**src/rtl/mem_port_arbiter.sv**
```systemverilog
// rtl/mem_port_arbiter.sv - single-port memory arbiter between IF fetch and MEM load/store
module mem_port_arbiter #(
    parameter int ADDR_W     = 32,
    parameter int DATA_W     = 32,
    parameter int LATENCY    = 2,
    parameter int MAX_STREAK = 4
) (
    input  logic              clock,
    input  logic              resetn,
    input  logic              if_req,
    input  logic [ADDR_W-1:0] if_addr,
    output logic              if_ack,
    output logic [DATA_W-1:0] if_rdata,
    input  logic              d_req,
    input  logic              d_we,
    input  logic [ADDR_W-1:0] d_addr,
    input  logic [DATA_W-1:0] d_wdata,
    output logic              d_ack,
    output logic [DATA_W-1:0] d_rdata,
    output logic              mem_en,
    output logic              mem_we,
    output logic [ADDR_W-1:0] mem_addr,
    output logic [DATA_W-1:0] mem_wdata,
    input  logic [DATA_W-1:0] mem_rdata,
    output logic              stall_if,
    output logic              stall_mem,
    output logic              busy
);

    typedef enum logic [1:0] {
        IDLE = 2'd0,
        BUSY = 2'd1,
        RESP = 2'd2
    } state_t;

    localparam logic [3:0] LAT_LAST   = 4'(LATENCY - 1);
    localparam logic [3:0] STREAK_MAX = 4'(MAX_STREAK);

    state_t              state_q, state_d;
    logic [3:0]          cnt_q, cnt_d;
    logic [3:0]          streak_q, streak_d;
    logic                sel_mem_q, sel_mem_d;
    logic                mem_en_q, mem_en_d;
    logic                mem_we_q, mem_we_d;
    logic [ADDR_W-1:0]   mem_addr_q, mem_addr_d;
    logic [DATA_W-1:0]   mem_wdata_q, mem_wdata_d;
    logic                if_ack_q, if_ack_d;
    logic                d_ack_q, d_ack_d;
    logic [DATA_W-1:0]   if_rdata_q, if_rdata_d;
    logic [DATA_W-1:0]   d_rdata_q, d_rdata_d;
    logic                grant_mem;

    always_comb begin
        state_d     = state_q;
        cnt_d       = cnt_q;
        streak_d    = streak_q;
        sel_mem_d   = sel_mem_q;
        mem_en_d    = mem_en_q;
        mem_we_d    = mem_we_q;
        mem_addr_d  = mem_addr_q;
        mem_wdata_d = mem_wdata_q;
        if_rdata_d  = if_rdata_q;
        d_rdata_d   = d_rdata_q;
        if_ack_d    = 1'b0;
        d_ack_d     = 1'b0;
        grant_mem   = 1'b0;

        case (state_q)
            IDLE: begin
                if (if_req || d_req) begin
                    // MEM wins unless IF has already waited through MAX_STREAK MEM grants
                    grant_mem   = d_req && (!if_req || (streak_q < STREAK_MAX));
                    sel_mem_d   = grant_mem;
                    streak_d    = (grant_mem && if_req) ? (streak_q + 4'd1) : 4'd0;
                    mem_en_d    = 1'b1;
                    mem_we_d    = grant_mem && d_we;
                    mem_addr_d  = grant_mem ? d_addr : if_addr;
                    mem_wdata_d = grant_mem ? d_wdata : '0;
                    cnt_d       = LAT_LAST;
                    state_d     = BUSY;
                end
            end
            BUSY: begin
                if (cnt_q == 4'd0) begin
                    state_d  = RESP;
                    mem_en_d = 1'b0;
                    mem_we_d = 1'b0;
                    if (sel_mem_q) begin
                        d_ack_d = 1'b1;
                        if (!mem_we_q) begin
                            d_rdata_d = mem_rdata;
                        end
                    end else begin
                        if_ack_d   = 1'b1;
                        if_rdata_d = mem_rdata;
                    end
                end else begin
                    cnt_d = cnt_q - 4'd1;
                end
            end
            RESP: begin
                state_d = IDLE;
            end
            default: begin
                state_d = IDLE;
            end
        endcase
    end

    always_ff @(posedge clock) begin
        if (!resetn) begin
            state_q     <= IDLE;
            cnt_q       <= 4'd0;
            streak_q    <= 4'd0;
            sel_mem_q   <= 1'b0;
            mem_en_q    <= 1'b0;
            mem_we_q    <= 1'b0;
            mem_addr_q  <= '0;
            mem_wdata_q <= '0;
            if_ack_q    <= 1'b0;
            d_ack_q     <= 1'b0;
            if_rdata_q  <= '0;
            d_rdata_q   <= '0;
        end else begin
            state_q     <= state_d;
            cnt_q       <= cnt_d;
            streak_q    <= streak_d;
            sel_mem_q   <= sel_mem_d;
            mem_en_q    <= mem_en_d;
            mem_we_q    <= mem_we_d;
            mem_addr_q  <= mem_addr_d;
            mem_wdata_q <= mem_wdata_d;
            if_ack_q    <= if_ack_d;
            d_ack_q     <= d_ack_d;
            if_rdata_q  <= if_rdata_d;
            d_rdata_q   <= d_rdata_d;
        end
    end

    assign if_ack    = if_ack_q;
    assign d_ack     = d_ack_q;
    assign if_rdata  = if_rdata_q;
    assign d_rdata   = d_rdata_q;
    assign mem_en    = mem_en_q;
    assign mem_we    = mem_we_q;
    assign mem_addr  = mem_addr_q;
    assign mem_wdata = mem_wdata_q;
    assign busy      = (state_q != IDLE);
    assign stall_if  = if_req & ~if_ack_q;
    assign stall_mem = d_req & ~d_ack_q;

endmodule

```
**config.mk**
```make
export PLATFORM = sky130hd
export DESIGN_NAME = mem_port_arbiter
export DESIGN_NICKNAME = d
export VERILOG_FILES = /design/src/rtl/mem_port_arbiter.sv
export SDC_FILE = /design/constraint.sdc
export NUM_CORES = 1
export LEC_CHECK = 0
export ABC_CLOCK_PERIOD_IN_PS = 4600
export BUFFER_PORTS_ARGS = -buffer_cell sky130_fd_sc_hd__buf_2
export CAP_MARGIN = 10
export CORE_MARGIN = 2
export CORE_UTILIZATION = 52
export CTS_BUF_LIST = sky130_fd_sc_hd__clkbuf_4 sky130_fd_sc_hd__clkbuf_8
export DETAILED_ROUTE_END_ITERATION = 16
export PLACE_DENSITY_LB_ADDON = 0.2
export SYNTH_ARGS = -nofsm -noshare
export SYNTH_HDL_FRONTEND = slang
export SYNTH_SLANG_ARGS = --single-unit
export TNS_END_PERCENT = 100
```
**constraint.sdc**
```tcl
create_clock -name clock -period 4.6 [get_ports clock]
set_input_delay 0.69 -clock clock [delete_from_list [all_inputs] [get_ports clock]]
set_output_delay 0.69 -clock clock [all_outputs]
set_load 0.02 [all_outputs]
```
Word-level counts from Yosys, hierarchy flattened
Cells that the tools add are included.
- bits in registers: 143
- input bits: 133
- word-level logic and storage cells: 58
- $add $sub $neg: 2
- $lt $le $gt $ge: 1
- equality and inequality tests: 4
- mux-type cells: 16
- bitwise gates (word level): 6
- reduce and logical (&&, ||, !) cells: 17
- operators by type and width (kind ; number):
    two-way mux 32 bit ; 2
    two-way mux 4 bit ; 3
    AND reduction 3 bit ; 4
    one-hot mux 4 bit (2 select lines) ; 1
    != test 2 bit, second input constant ; 3
    two-way mux 1 bit ; 5
    adder 4 x 1 -> 4 bit, second input constant ; 1
    logical NOT 4 bit ; 1
    < comparator 4 x 3 -> 1 bit, second input constant ; 1
    two-way mux 2 bit ; 2
    inverter 1 bit ; 4
    one-hot mux 1 bit (2 select lines) ; 2
    one-hot mux 2 bit (2 select lines) ; 1
    AND reduction 2 bit ; 2
    AND reduction 4 bit ; 1
    nonzero test 2 bit ; 2
    subtractor 4 x 1 -> 4 bit, second input constant ; 1
    logical AND 1 bit ; 3
    AND 1 bit ; 2
    equality test 2 x 1 -> 1 bit, second input constant ; 1
    logical NOT 2 bit ; 1
    logical OR 1 bit ; 2
    logical NOT 1 bit ; 1

Depth between registers and ports, before layout
Gate-level depths: netlist of the first run.
- word-level depth: 6
- depth in mapped cells: 7
- mapped depth without buffers: 5

Worst setup path after synthesis of the first run
OpenSTA, ideal clock, no wires.
- kind: input to output
- start: input port d_req
- end: output port stall_mem
- data arrival time: 1.382 ns
- required time: 3.910 ns
- setup slack: 2.528 ns
- stages: 4
- path through: buf_2 -> inv_1 -> clkbuf_1 -> nor2_1
- cells in the longest elaborated chain, start to end: 1
- ends and longest elaborated chain (element ; RTL line ; text):
    from (decl) ; 14 ; input logic d_req,
    AND 1 bit ; 150 ; assign stall_mem = d_req & ~d_ack_q;
    to (decl) ; 26 ; output logic stall_mem,
No other way between the ends.

Final worst setup path of the first run
- start: register state_q[1]
- end: output port busy
- cells in the longest elaborated chain, start to end: 1
- ends and longest elaborated chain (element ; RTL line ; text):
    from (decl) ; 39 ; state_t state_q, state_d;
    from (signal assigned) ; 125 ; state_q <= state_d;
    nonzero test 2 bit ; 148 ; assign busy = (state_q != IDLE);
    to (decl) ; 27 ; output logic busy
No other way between the ends.

==> flow_metrics.py, run 1 <==
metrics = {
    "synthesis": {
        "synth_enable_flop_cells": 0,
        "synth_top_flop_cell": "dfxtp_1",
        "ys_seq_area_share_pct": 48.85,
        "synthesis.nets": 799,
        "netlist_instances": 663,
        "synth.ff_latch_count": 143,
        "syn_avg_cell_area_um2": 8.840,
        "yosysWarnings": 0,
        "synthArstFlopShare_pct": 0,
        "yosysUniqueCellTypes": 36,
        "synth_area_um2": 5861,
    },
    "finish": {
        "final_nets": 1024,
        "final_area_um2": 7577,
        "drive_above_1_share_pct": 34.96,
        "num-fill-cells": 875,
        "antenna_cells": 0,
        "area_delta_synth_final_pct": 29.29,
        "multi_input_area_um2": 2695,
        "regArea_um2": 2863,
    },
    "timing": {
        "hold_violations": 0,
        "skew_ns": 0.009429,
        "slew_viol_final": 0,
        "worst_hold_slack_ns": 0.4588,
        "min_period_over_period_pct": 59.47,
        "rsz0062_at_grt": "no",
        "fmax_mhz": 365.6,
        "setup_viol": 0,
        "fin_setup_tns_ns": 0,
        "max_slew_margin_pct": 26.53,
        "max_slew.worst_pin.slew_ns": 1.101,
        "min_period_ns": 2.735,
    },
    "placed_design": {
        "gp_congestion": 0.8134,
        "place_hpwl_um": 11880,
        "place_area_um2": 7156,
        "io_buffers": 267,
    },
    "clock_network": {
        "cts_inserted_buffers": 17,
        "cts_root_buf": "clkbuf_8",
        "postCtsSetupRepairBufs": 0,
        "clkSinkCount": 143,
        "ctsHoldBuffers": 0,
        "htreeDepth": 4,
        "clk_pin_slew_ns": 0.08,
        "cts_tree": "yes",
        "worst_skew_pair.late_latency_ns": 0.43,
        "ctsResizeCount": 0,
        "clk_path_buf_depth": 2,
    },
    "critical_path": {
        "max_stage_delay_ns": 0.79,
        "crit_path_cell_trace": "nor2_4, inv_1, buf_2",
        "cp_slowest_cell": "inv_1",
        "path_delay_family": "buffers and inverters",
        "crit_path_end_kind": "output port",
        "cp_max_fo": 40,
        "crit_required_ns": 3.91,
        "rr_startpoint": "state_q[1]$_SDFFE_PN0P_",
        "worstSetupStartpointType": "flop",
        "crit_buf_inv": 2,
        "crit_arrival_ns": 2.05,
        "path_class": "reg2out",
        "critPathLaunch": "state_q[1]$_SDFFE_PN0P_",
    },
    "detailed_routing": {
        "drt-initial-drc-count": 684,
        "drt_first_pass_iters": 5,
        "vias": 5944,
        "vias_per_cell": 5.710,
        "wire_per_inst_um": 16.85,
        "drtAntennaViolNets": 0,
        "wl_um": 17540,
        "drc": 0,
    },
    "pwr": {
        "ir_worst_vdd_mv": 0.2370,
        "p_leak_nw": 3.596,
        "power_density_nw_per_um2": 414.1,
    },
    "global_route": {
        "gr-total-overflow": 0,
        "grt_pass1_wl_um": 26570,
        "grt_max_degree": 71,
        "grt.total_usage_pct": 27.93,
        "grt_pass1_vias": 5504,
        "antenna_found_initial": 0,
    },
    "floorplan": {
        "ios": 268,
        "initial_core_util_pct": 53.59,
        "dieWidth_um": 110.2,
        "die_h_um": 110.2,
        "die-area_um2": 12140,
        "coreArea_um2": 10940,
        "rows": 38,
    },
    "flow_run": {
        "drv_cap": 0,
    },
    "run_status": {
        "outcome": "completed",
    },
    "min_path": {
        "hp-start": "if_rdata[4]$_SDFFE_PN0P_",
        "hold_class": "reg2reg",
    },
}
-- cells in the final DEF, fill, tap and decap left out, types with 2 or more instances in the layout --
master,n
a21oi_1,70
a311oi_1,32
a31oi_1,2
and2_1,2
buf_2,267
buf_4,9
bufinv_16,2
clkbuf_4,2
clkbuf_8,22
clkinvlp_4,4
dfxtp_1,143
ha_1,3
inv_1,4
mux2i_1,65
nand2_1,100
nand3_1,34
nand4_1,34
nand4b_1,2
nor2_1,4
nor2_2,2
nor2b_1,2
nor3_1,3
o21a_1,2
o21ai_0,70
o221ai_1,2
or3_1,2
or4_1,2
-- tightest hold or removal path, stage by stage (launching register included) --
cell and delay, ns:
dfxtp_1 0.31, nand2_1 0.05, mux2i_1 0.05
-- final timing paths --
path | endpoint | depth (start not counted) | slack, ns
setup / recovery | busy | 3 | 1.86
hold / removal | if_rdata[4]$_SDFFE_PN0P_ | 2 | 0.46
setup reg to reg | mem_addr[1]$_SDFFE_PN0P_ | 5 | 2.33
hold reg to reg | if_rdata[4]$_SDFFE_PN0P_ | 2 | 0.46
-- power breakdown --
part           total [mW]  switching, mW  internal (mW)
sequential           1.41         0.0647           1.35
clock                1.03          0.466          0.567
combinational       0.691          0.447          0.245
-- synthesized netlist by cell type (2+ instances only) --
master	count	share of area (%)
nand4_1	34	3.6
o221ai_1	2	0.30
nand4b_1	2	0.30
o21ai_0	71	6.1
inv_1	5	0.32
clkbuf_1	50	3.2
buf_1	5	0.32
nand2_1	100	6.4
buf_6	3	0.58
or4_1	2	0.26
nand3_1	34	2.9
a21oi_1	70	6.0
mux2i_1	65	11
nor2b_1	2	0.21
and2_1	2	0.21
ha_1	3	0.64
or3_1	2	0.21
a31oi_1	2	0.21
nor3_1	3	0.26
nor2_1	7	0.45
buf_4	3	0.38
o21a_1	2	0.26
buf_2	8	0.68
a311oi_1	32	4.8
dfxtp_1	143	49
-- kinds of logic after synthesis --
logic type / Yosys count / share of synthesized area [%]
AND/OR/NAND/NOR: 195 / 15.82
AO/OA/AOI/OAI: 182 / 18.02
flip-flops: 143 / 48.85
buffers and inverters: 75 / 5.572
multiplexers: 65 / 11.10
adder cells (fa/ha/maj): 3 / 0.6405
-- metrics by stage --
step / total power, mW / setup slack, ns / std cells / utilization, %
after global placement: 2.102 / 2.094 / 1009 / 65.43
after detailed placement: 2.127 / 2.001 / 1009 / 65.43
final: 3.138 / 1.865 / 1041 / 69.29
after global routing: 3.285 / 1.700 / 1041 / 69.29
after CTS: 3.152 / 1.875 / 1041 / 69.29
after floorplan: 1.890 / 2.528 / 663 / -
-- routing by layer --
layer / global-route usage (%) / routed length [µm] / share of wire [%] / vias up
met2: 47.37 / 8559 / 49 / 297
met1: 33.48 / 6862 / 39 / 2773
met5: 0 / 0 / 0 / -
met3: 7.878 / 1702 / 9.7 / 38
met4: 10.98 / 415 / 2.4 / 0
li1: - / - / - / 2836
-- area by class of cell --
type | instances | area share (%)
clock buffers | 24 | 4.194
clock inverters | 8 | 1.371
inverters | 5 | 0.2477
multi-input cells | 445 | 35.57
flip-flops and latches | 143 | 37.78
well taps | 140 | 2.312
repair buffers | 276 | 18.53
-- state kept, by name, summed over array words and instances (netlist names), 2 cells and up --
| name | count |
|---|---|
| cnt_q | 4 |
| d_rdata | 32 |
| if_rdata | 32 |
| mem_addr | 32 |
| mem_wdata | 32 |
| state_q | 2 |
| streak_q | 4 |
Power figures use the tool's default switching activity.
==> inputs of run 2 (changes only) <==
--- a/config.mk
+++ b/config.mk
@@ -5,11 +5,12 @@
 export SDC_FILE = /design/constraint.sdc
 export NUM_CORES = 1
 export LEC_CHECK = 0
-export ABC_CLOCK_PERIOD_IN_PS = 4600
+export ABC_AREA = 1
+export ABC_CLOCK_PERIOD_IN_PS = 2300
 export BUFFER_PORTS_ARGS = -buffer_cell sky130_fd_sc_hd__buf_2
 export CAP_MARGIN = 10
 export CORE_MARGIN = 2
-export CORE_UTILIZATION = 52
+export CORE_UTILIZATION = 44
 export CTS_BUF_LIST = sky130_fd_sc_hd__clkbuf_4 sky130_fd_sc_hd__clkbuf_8
 export DETAILED_ROUTE_END_ITERATION = 16
 export PLACE_DENSITY_LB_ADDON = 0.2
==> constraint.sdc (replaced) <==
create_clock -name clock -period 2.3 [get_ports clock]
set_input_delay 0.345 -clock clock [delete_from_list [all_inputs] [get_ports clock]]
set_output_delay 0.345 -clock clock [all_outputs]
set_load 0.02 [all_outputs]
==> run 2 against run 1 <==
Worst hold slack worse by 0.30 ns. Synthesized cell count increased by 26%. First-iteration DRC count fell by 39%. Area after synthesis is 4.2% higher. Combinational power grew to 2.6 times the previous value. Final area grew 4.0%. Total power up 110%. Clock skew down 0.00074 ns. Critical path type is now reg2reg. Largest power group unchanged.
==> flow_metrics.py, run 2 <==
metrics = {
    "timing": {
        "min_period_ns": 1.680,
        "skew_ns": 0.008684,
        "fin_setup_tns_ns": 0,
        "setup_viol": 0,
        "slew_viol_final": 0,
        "rsz0062_at_grt": "no",
        "hold_violations": 0,
        "min_period_over_period_pct": 73.04,
        "max_slew_margin_pct": 64.98,
        "setup_slack_ns": 0.6202,
        "fmax_mhz": 595.3,
        "max_slew.worst_pin.slew_ns": 0.5246,
        "worst_hold_slack_ns": 0.1620,
    },
    "placed_design": {
        "gp_congestion": 0.8130,
        "place_area_um2": 7503,
        "place_hpwl_um": 11260,
        "io_buffers": 267,
        "dp_slack_ns": 0.6013,
        "placed_cells": 1234,
    },
    "finish": {
        "final_area_um2": 7883,
        "drive_above_1_share_pct": 30.17,
        "mostFrequentLayoutCells": "267 x buf_2, 211 x nor2_1, 148 x nand2_1, 143 x dfxtp_1, 70 x nand3_1",
        "multi_input_area_um2": 2741,
        "final_nets": 1209,
        "final_cell_count_no_fill": 1264,
        "area_delta_synth_final_pct": 29.10,
        "antenna_cells": 0,
        "num-fill-cells": 1388,
        "regArea_um2": 2863,
        "fin_util_pct": 57.46,
        "layout_commonest_cell": "buf_2",
    },
    "pwr": {
        "power.total_mw": 6.638,
        "p_leak_nw": 4.027,
        "ir_worst_vdd_mv": 0.3967,
        "pwr-share-comb_pct": 27.1,
        "swShare_pct": 33.09,
        "intPower_mw": 4.441,
        "p_sw_mw": 2.197,
        "p_seq_share_pct": 43.6,
        "clock_power_share_pct": 29.3,
        "power_density_nw_per_um2": 842.1,
    },
    "run_status": {
        "outcome": "completed",
    },
    "floorplan": {
        "initial_core_util_pct": 44.51,
        "rows": 43,
        "dieWidth_um": 121.8,
        "die_h_um": 121.8,
        "die-area_um2": 14840,
        "ios": 268,
        "coreArea_um2": 13720,
    },
    "clock_network": {
        "postCtsSetupRepairBufs": 0,
        "clkSinkCount": 143,
        "ctsResizeCount": 0,
        "htreeDepth": 4,
        "cts_tree": "yes",
        "clk_path_buf_depth": 2,
        "clk_pin_slew_ns": 0.08,
        "cts_inserted_buffers": 17,
        "ctsHoldBuffers": 0,
        "cts_root_buf": "clkbuf_8",
        "worst_skew_pair.late_latency_ns": 0.43,
    },
    "detailed_routing": {
        "vias_per_cell": 4.843,
        "drtAntennaViolNets": 0,
        "drt_first_pass_iters": 5,
        "wire_per_inst_um": 13.24,
        "drt-initial-drc-count": 417,
        "drc": 0,
        "wl_um": 16740,
        "vias": 6121,
    },
    "critical_path": {
        "worstSetupStartpointType": "flop",
        "crit_required_ns": 2.62,
        "crit_top_cell": "nor2_1",
        "crit_buf_inv": 2,
        "max_stage_delay_ns": 0.39,
        "crit_path_end_kind": "flop",
        "path_class": "reg2reg",
        "path_delay_family": "simple AND/OR/NAND/NOR gates",
        "cp_slowest_cell": "clkinv_2",
        "crit_arrival_ns": 2.00,
        "crit_path_cell_trace": "inv_1, ha_1, nand2_1, nor2_4, nand2_2, clkinv_2, nor2_1, nor2_1",
        "cp_max_fo": 32,
    },
    "synthesis": {
        "yosysUniqueCellTypes": 28,
        "synth_area_leaders": "dfxtp_1 47%, nor2_1 13%, nand2_1 9.1%",
        "syn_avg_cell_area_um2": 7.312,
        "synth_top_flop_cell": "dfxtp_1",
        "netlist_instances": 835,
        "yosysWarnings": 0,
        "ys_seq_area_share_pct": 46.89,
        "synth_area_um2": 6106,
        "synthArstFlopShare_pct": 0,
        "synth.ff_latch_count": 143,
        "yosysMostFrequentCell": "nor2_1",
        "synth_top_area_share_pct": 46.89,
        "synth_enable_flop_cells": 0,
        "ys_top_cells_by_count": "212 x nor2_1, 148 x nand2_1, 143 x dfxtp_1, 70 x nand3_1, 42 x inv_1",
        "synthesis.nets": 971,
        "synth_top_area_cell": "dfxtp_1",
    },
    "global_route": {
        "gr-total-overflow": 0,
        "grt_pass1_vias": 5336,
        "antenna_found_initial": 0,
        "grt_pass1_wl_um": 26230,
        "grt_max_degree": 64,
        "grt.total_usage_pct": 22.13,
    },
    "min_path": {
        "hold_class": "in2reg",
    },
    "flow_run": {
        "drv_cap": 0,
    },
}
run 2: cell types whose count changed after synthesis, moves of 36 or more:
cell      delta
clkbuf_1    -38
inv_1       +37
mux2i_1     -65
nand2_1     +48
nand3_1     +36
nor2_1     +205
o21ai_0     -69
run 2: final timing paths:
check	from	end	slack, ns	cells after the start
max	cnt_q[0]$_SDFFE_PN0P_	d_rdata[27]$_SDFFE_PN0P_	0.62	8
min	mem_rdata[4]	d_rdata[4]$_SDFFE_PN0P_	0.16	3
max reg2reg	cnt_q[0]$_SDFFE_PN0P_	d_rdata[27]$_SDFFE_PN0P_	0.62	8
min reg2reg	mem_wdata[28]$_SDFFE_PN0P_	mem_wdata[28]$_SDFFE_PN0P_	0.46	2
run 2: cell families (layout without fill, tap and decap cells):
family / Yosys count / count (layout) / share of synthesized area (%)
AOI/OAI and AO/OA: 74 / 74 / 7.438
xor gates and xnor gates: 3 / 3 / 0.4304
adders and majority gates: 3 / 3 / 0.6148
buffers and inverters: 109 / 358 / 8.524
DFF: 143 / 143 / 46.89
and+or+nand+nor: 503 / 503 / 36.11
run 2: final cells by class:
| cell class | instances | share of cell area (%) |
|---|---|---|
| Sequential cell | 143 | 36.32 |
| Multi-Input combinational cell | 583 | 34.78 |
| Timing Repair Buffer | 282 | 19.02 |
| Clock buffer | 23 | 3.698 |
| Tap cell | 180 | 2.857 |
| Inverter | 46 | 2.222 |
| Clock inverter | 7 | 1.111 |
run 2: worst register-to-register path, cell delays in order, from the launching register on:
cell	delay, ns
dfxtp_1	0.31
inv_1	0.09
ha_1	0.24
nand2_1	0.13
nor2_4	0.05
nand2_2	0.06
clkinv_2	0.39
nor2_1	0.24
nor2_1	0.06
run 2: routing by layer:
layer	vias to the layer above	wire, µm	part of all wire, %	global-route usage (%)
met5	-	0	0	0
met3	19	1304	7.8	6.507
met1	2747	7400	44	28.83
met2	211	7838	47	35.75
met4	0	193	1.2	6.178
li1	3144	-	-	-
run 2: power by group through the flow:
stage,Clock [mW],Sequential [mW],Combinational (mW)
final,1.95,2.89,1.80
after global routing,2.11,2.93,2.00
after floorplan,0,3.26,0.926
after global placement,0,2.94,1.79
after CTS,1.99,2.89,1.81
after detailed placement,0,2.95,1.81
==> inputs of run 3 (changes only) <==
--- a/config.mk
+++ b/config.mk
@@ -6,11 +6,11 @@
 export NUM_CORES = 1
 export LEC_CHECK = 0
 export ABC_AREA = 1
-export ABC_CLOCK_PERIOD_IN_PS = 2300
+export ABC_CLOCK_PERIOD_IN_PS = 1590
 export BUFFER_PORTS_ARGS = -buffer_cell sky130_fd_sc_hd__buf_2
 export CAP_MARGIN = 10
 export CORE_MARGIN = 2
-export CORE_UTILIZATION = 44
+export CORE_UTILIZATION = 49
 export CTS_BUF_LIST = sky130_fd_sc_hd__clkbuf_4 sky130_fd_sc_hd__clkbuf_8
 export DETAILED_ROUTE_END_ITERATION = 16
 export PLACE_DENSITY_LB_ADDON = 0.2
==> constraint.sdc (replaced) <==
create_clock -name clock -period 1.59 [get_ports clock]
set_input_delay 0.2385 -clock clock [delete_from_list [all_inputs] [get_ports clock]]
set_output_delay 0.2385 -clock clock [all_outputs]
set_load 0.02 [all_outputs]
==> run 3 against run 2 <==
Clock skew barely moved. Via count is 0.16% higher. Sequential cell count unchanged. Routed wire length down 1.2%. Final cell count barely moved. Combinational power is 48% higher. Sequential share of layout area fell by 0.58 points. Final area up 1.6%. Die area shrank 9.9%. Register-to-register slack worse by 0.44 ns. Critical endpoint is now busy. Highest routed layer unchanged.
==> flow_metrics.py, run 3 (same netlist as run 2, synthesis figures left out) <==
metrics = {
    "run_status": {
        "outcome": "completed",
    },
    "min_path": {
        "hold_class": "in2reg",
        "hold_depth": 3,
    },
    "global_route": {
        "grt.total_usage_pct": 24.78,
        "grt_pass1_vias": 5470,
        "antenna_found_initial": 0,
        "gr-total-overflow": 0,
        "grt_max_degree": 64,
        "grt_pass1_wl_um": 26230,
    },
    "detailed_routing": {
        "vias_per_cell": 4.854,
        "drc": 0,
        "drt_first_pass_iters": 4,
        "drtAntennaViolNets": 0,
        "wire_per_inst_um": 13.10,
        "vias": 6131,
        "drt-initial-drc-count": 581,
        "wl_um": 16540,
    },
    "placed_design": {
        "io_buffers": 267,
        "gp_congestion": 0.8277,
        "place_hpwl_um": 11720,
    },
    "timing": {
        "fmax_mhz": 668.6,
        "rsz0062_at_grt": "no",
        "max_slew.worst_pin.slew_ns": 0.4054,
        "setup_viol": 0,
        "min_period_over_period_pct": 94.06,
        "skew_ns": 0.008514,
        "max_slew_margin_pct": 72.97,
        "slew_viol_final": 0,
        "hold_violations": 0,
        "min_period_ns": 1.496,
        "fin_setup_tns_ns": 0,
    },
    "critical_path": {
        "crit_required_ns": 1.35,
        "crit_arrival_ns": 1.26,
        "cp_max_fo": 3,
        "worstSetupStartpointType": "flop",
        "crit_path_end_kind": "output port",
        "r2r_cells": 8,
        "path_class": "reg2out",
    },
    "finish": {
        "fin_util_pct": 66.14,
        "area_delta_synth_final_pct": 31.19,
        "mostFrequentLayoutCells": "267 x buf_2, 211 x nor2_1, 148 x nand2_1, 143 x dfxtp_1, 70 x nand3_1",
        "antenna_cells": 0,
        "layout_commonest_cell": "buf_2",
        "drive_above_1_share_pct": 30.87,
        "num-fill-cells": 1139,
        "final_nets": 1218,
    },
    "clock_network": {
        "clk_path_buf_depth": 2,
        "cts_inserted_buffers": 17,
        "htreeDepth": 4,
        "worst_skew_pair.late_latency_ns": 0.44,
        "clkSinkCount": 143,
        "cts_root_buf": "clkbuf_8",
        "cts_tree": "yes",
        "clk_pin_slew_ns": 0.08,
        "ctsHoldBuffers": 0,
    },
    "floorplan": {
        "rows": 40,
        "die-area_um2": 13370,
        "dieWidth_um": 115.6,
        "die_h_um": 115.6,
        "ios": 268,
        "coreArea_um2": 12110,
        "initial_core_util_pct": 50.41,
    },
    "pwr": {
        "ir_worst_vdd_mv": 0.5478,
        "p_leak_nw": 4.098,
        "power_density_nw_per_um2": 1212,
    },
    "flow_run": {
        "drv_cap": 0,
    },
}
-- run 3: changes by cell type in the layout (fill, tap and decap cells not counted), sizes merged --
| cell | change |
|---|---|
| clkbuf | +1 |
| clkinvlp | +1 |
| inv | +2 |
| bufinv | -1 |
| clkinv | -1 |
| buf | +9 |
-- run 3: routing by layer --
layer / vias to the layer above / GRT usage (%) / wire [µm]
met1: 2715 / 30.79 / 7208
met5: - / 0 / 0
met3: 32 / 7.427 / 1187
met2: 219 / 40.31 / 7727
li1: 3165 / - / -
met4: 0 / 10.24 / 420
-- run 3: critical path: stages, from the launching register on --
cell,delay (ns)
dfxtp_1,0.37
inv_1,0.05
nand2_1,0.18
buf_2,0.21
-- run 3: power breakdown --
group	leakage [nW]	switching (mW)	internal, mW
logic	2.72	1.68	0.979
clock network	0.205	1.35	1.50
registers	1.17	0.204	3.98
-- run 3: path summary, 6_finish.rpt --
path                                              start                  endpoint  slack [ns]
worst min register to register      mem_en$_SDFFE_PN0P_       mem_en$_SDFFE_PN0P_        0.46
worst min-delay path                      mem_rdata[28]  d_rdata[28]$_SDFFE_PN0P_        0.05
worst max-delay path            state_q[0]$_SDFFE_PN0P_                      busy        0.09
worst max register to register    cnt_q[1]$_SDFFE_PN0P_   d_rdata[6]$_SDFFE_PN0P_        0.18
-- run 3: through the flow --
| step | area (µm²) | hold WS [ns] | instances | total power [mW] | setup WS [ns] |
|---|---|---|---|---|---|
| finish | 8010 | 0.04744 | 1263 | 9.705 | 0.09438 |
| global route | 8010 | 0.03149 | 1263 | 10.27 | 0.02308 |
| CTS | 8006 | 0.02285 | 1263 | 9.769 | 0.06325 |
| detailed placement | 7605 | 0.4511 | 1231 | 6.936 | 0.1690 |
| global placement | 7605 | 0.4470 | 1231 | 6.898 | 0.1885 |
| floorplan | 6106 | 0.3905 | 835 | 6.052 | 0.2446 |
-- run 3: final cells by class --
type	instances	area, µm²	share of cell area (%)
clock buffer	24	324.1	4.046
clock inverter	8	77.57	0.9684
inverter	46	173.9	2.171
multi-input combinational	583	2741	34.22
sequential	143	2863	35.74
tap	168	210.2	2.624
timing repair buffer	291	1620	20.23
-- run 3: timing repair --
action / in CTS / in global routing
endpoints found under the setup margin: 0 / 1
endpoints found under the hold margin: 0 / 0
gates resized for setup: 0 / 1
buffers inserted: 0 / 0
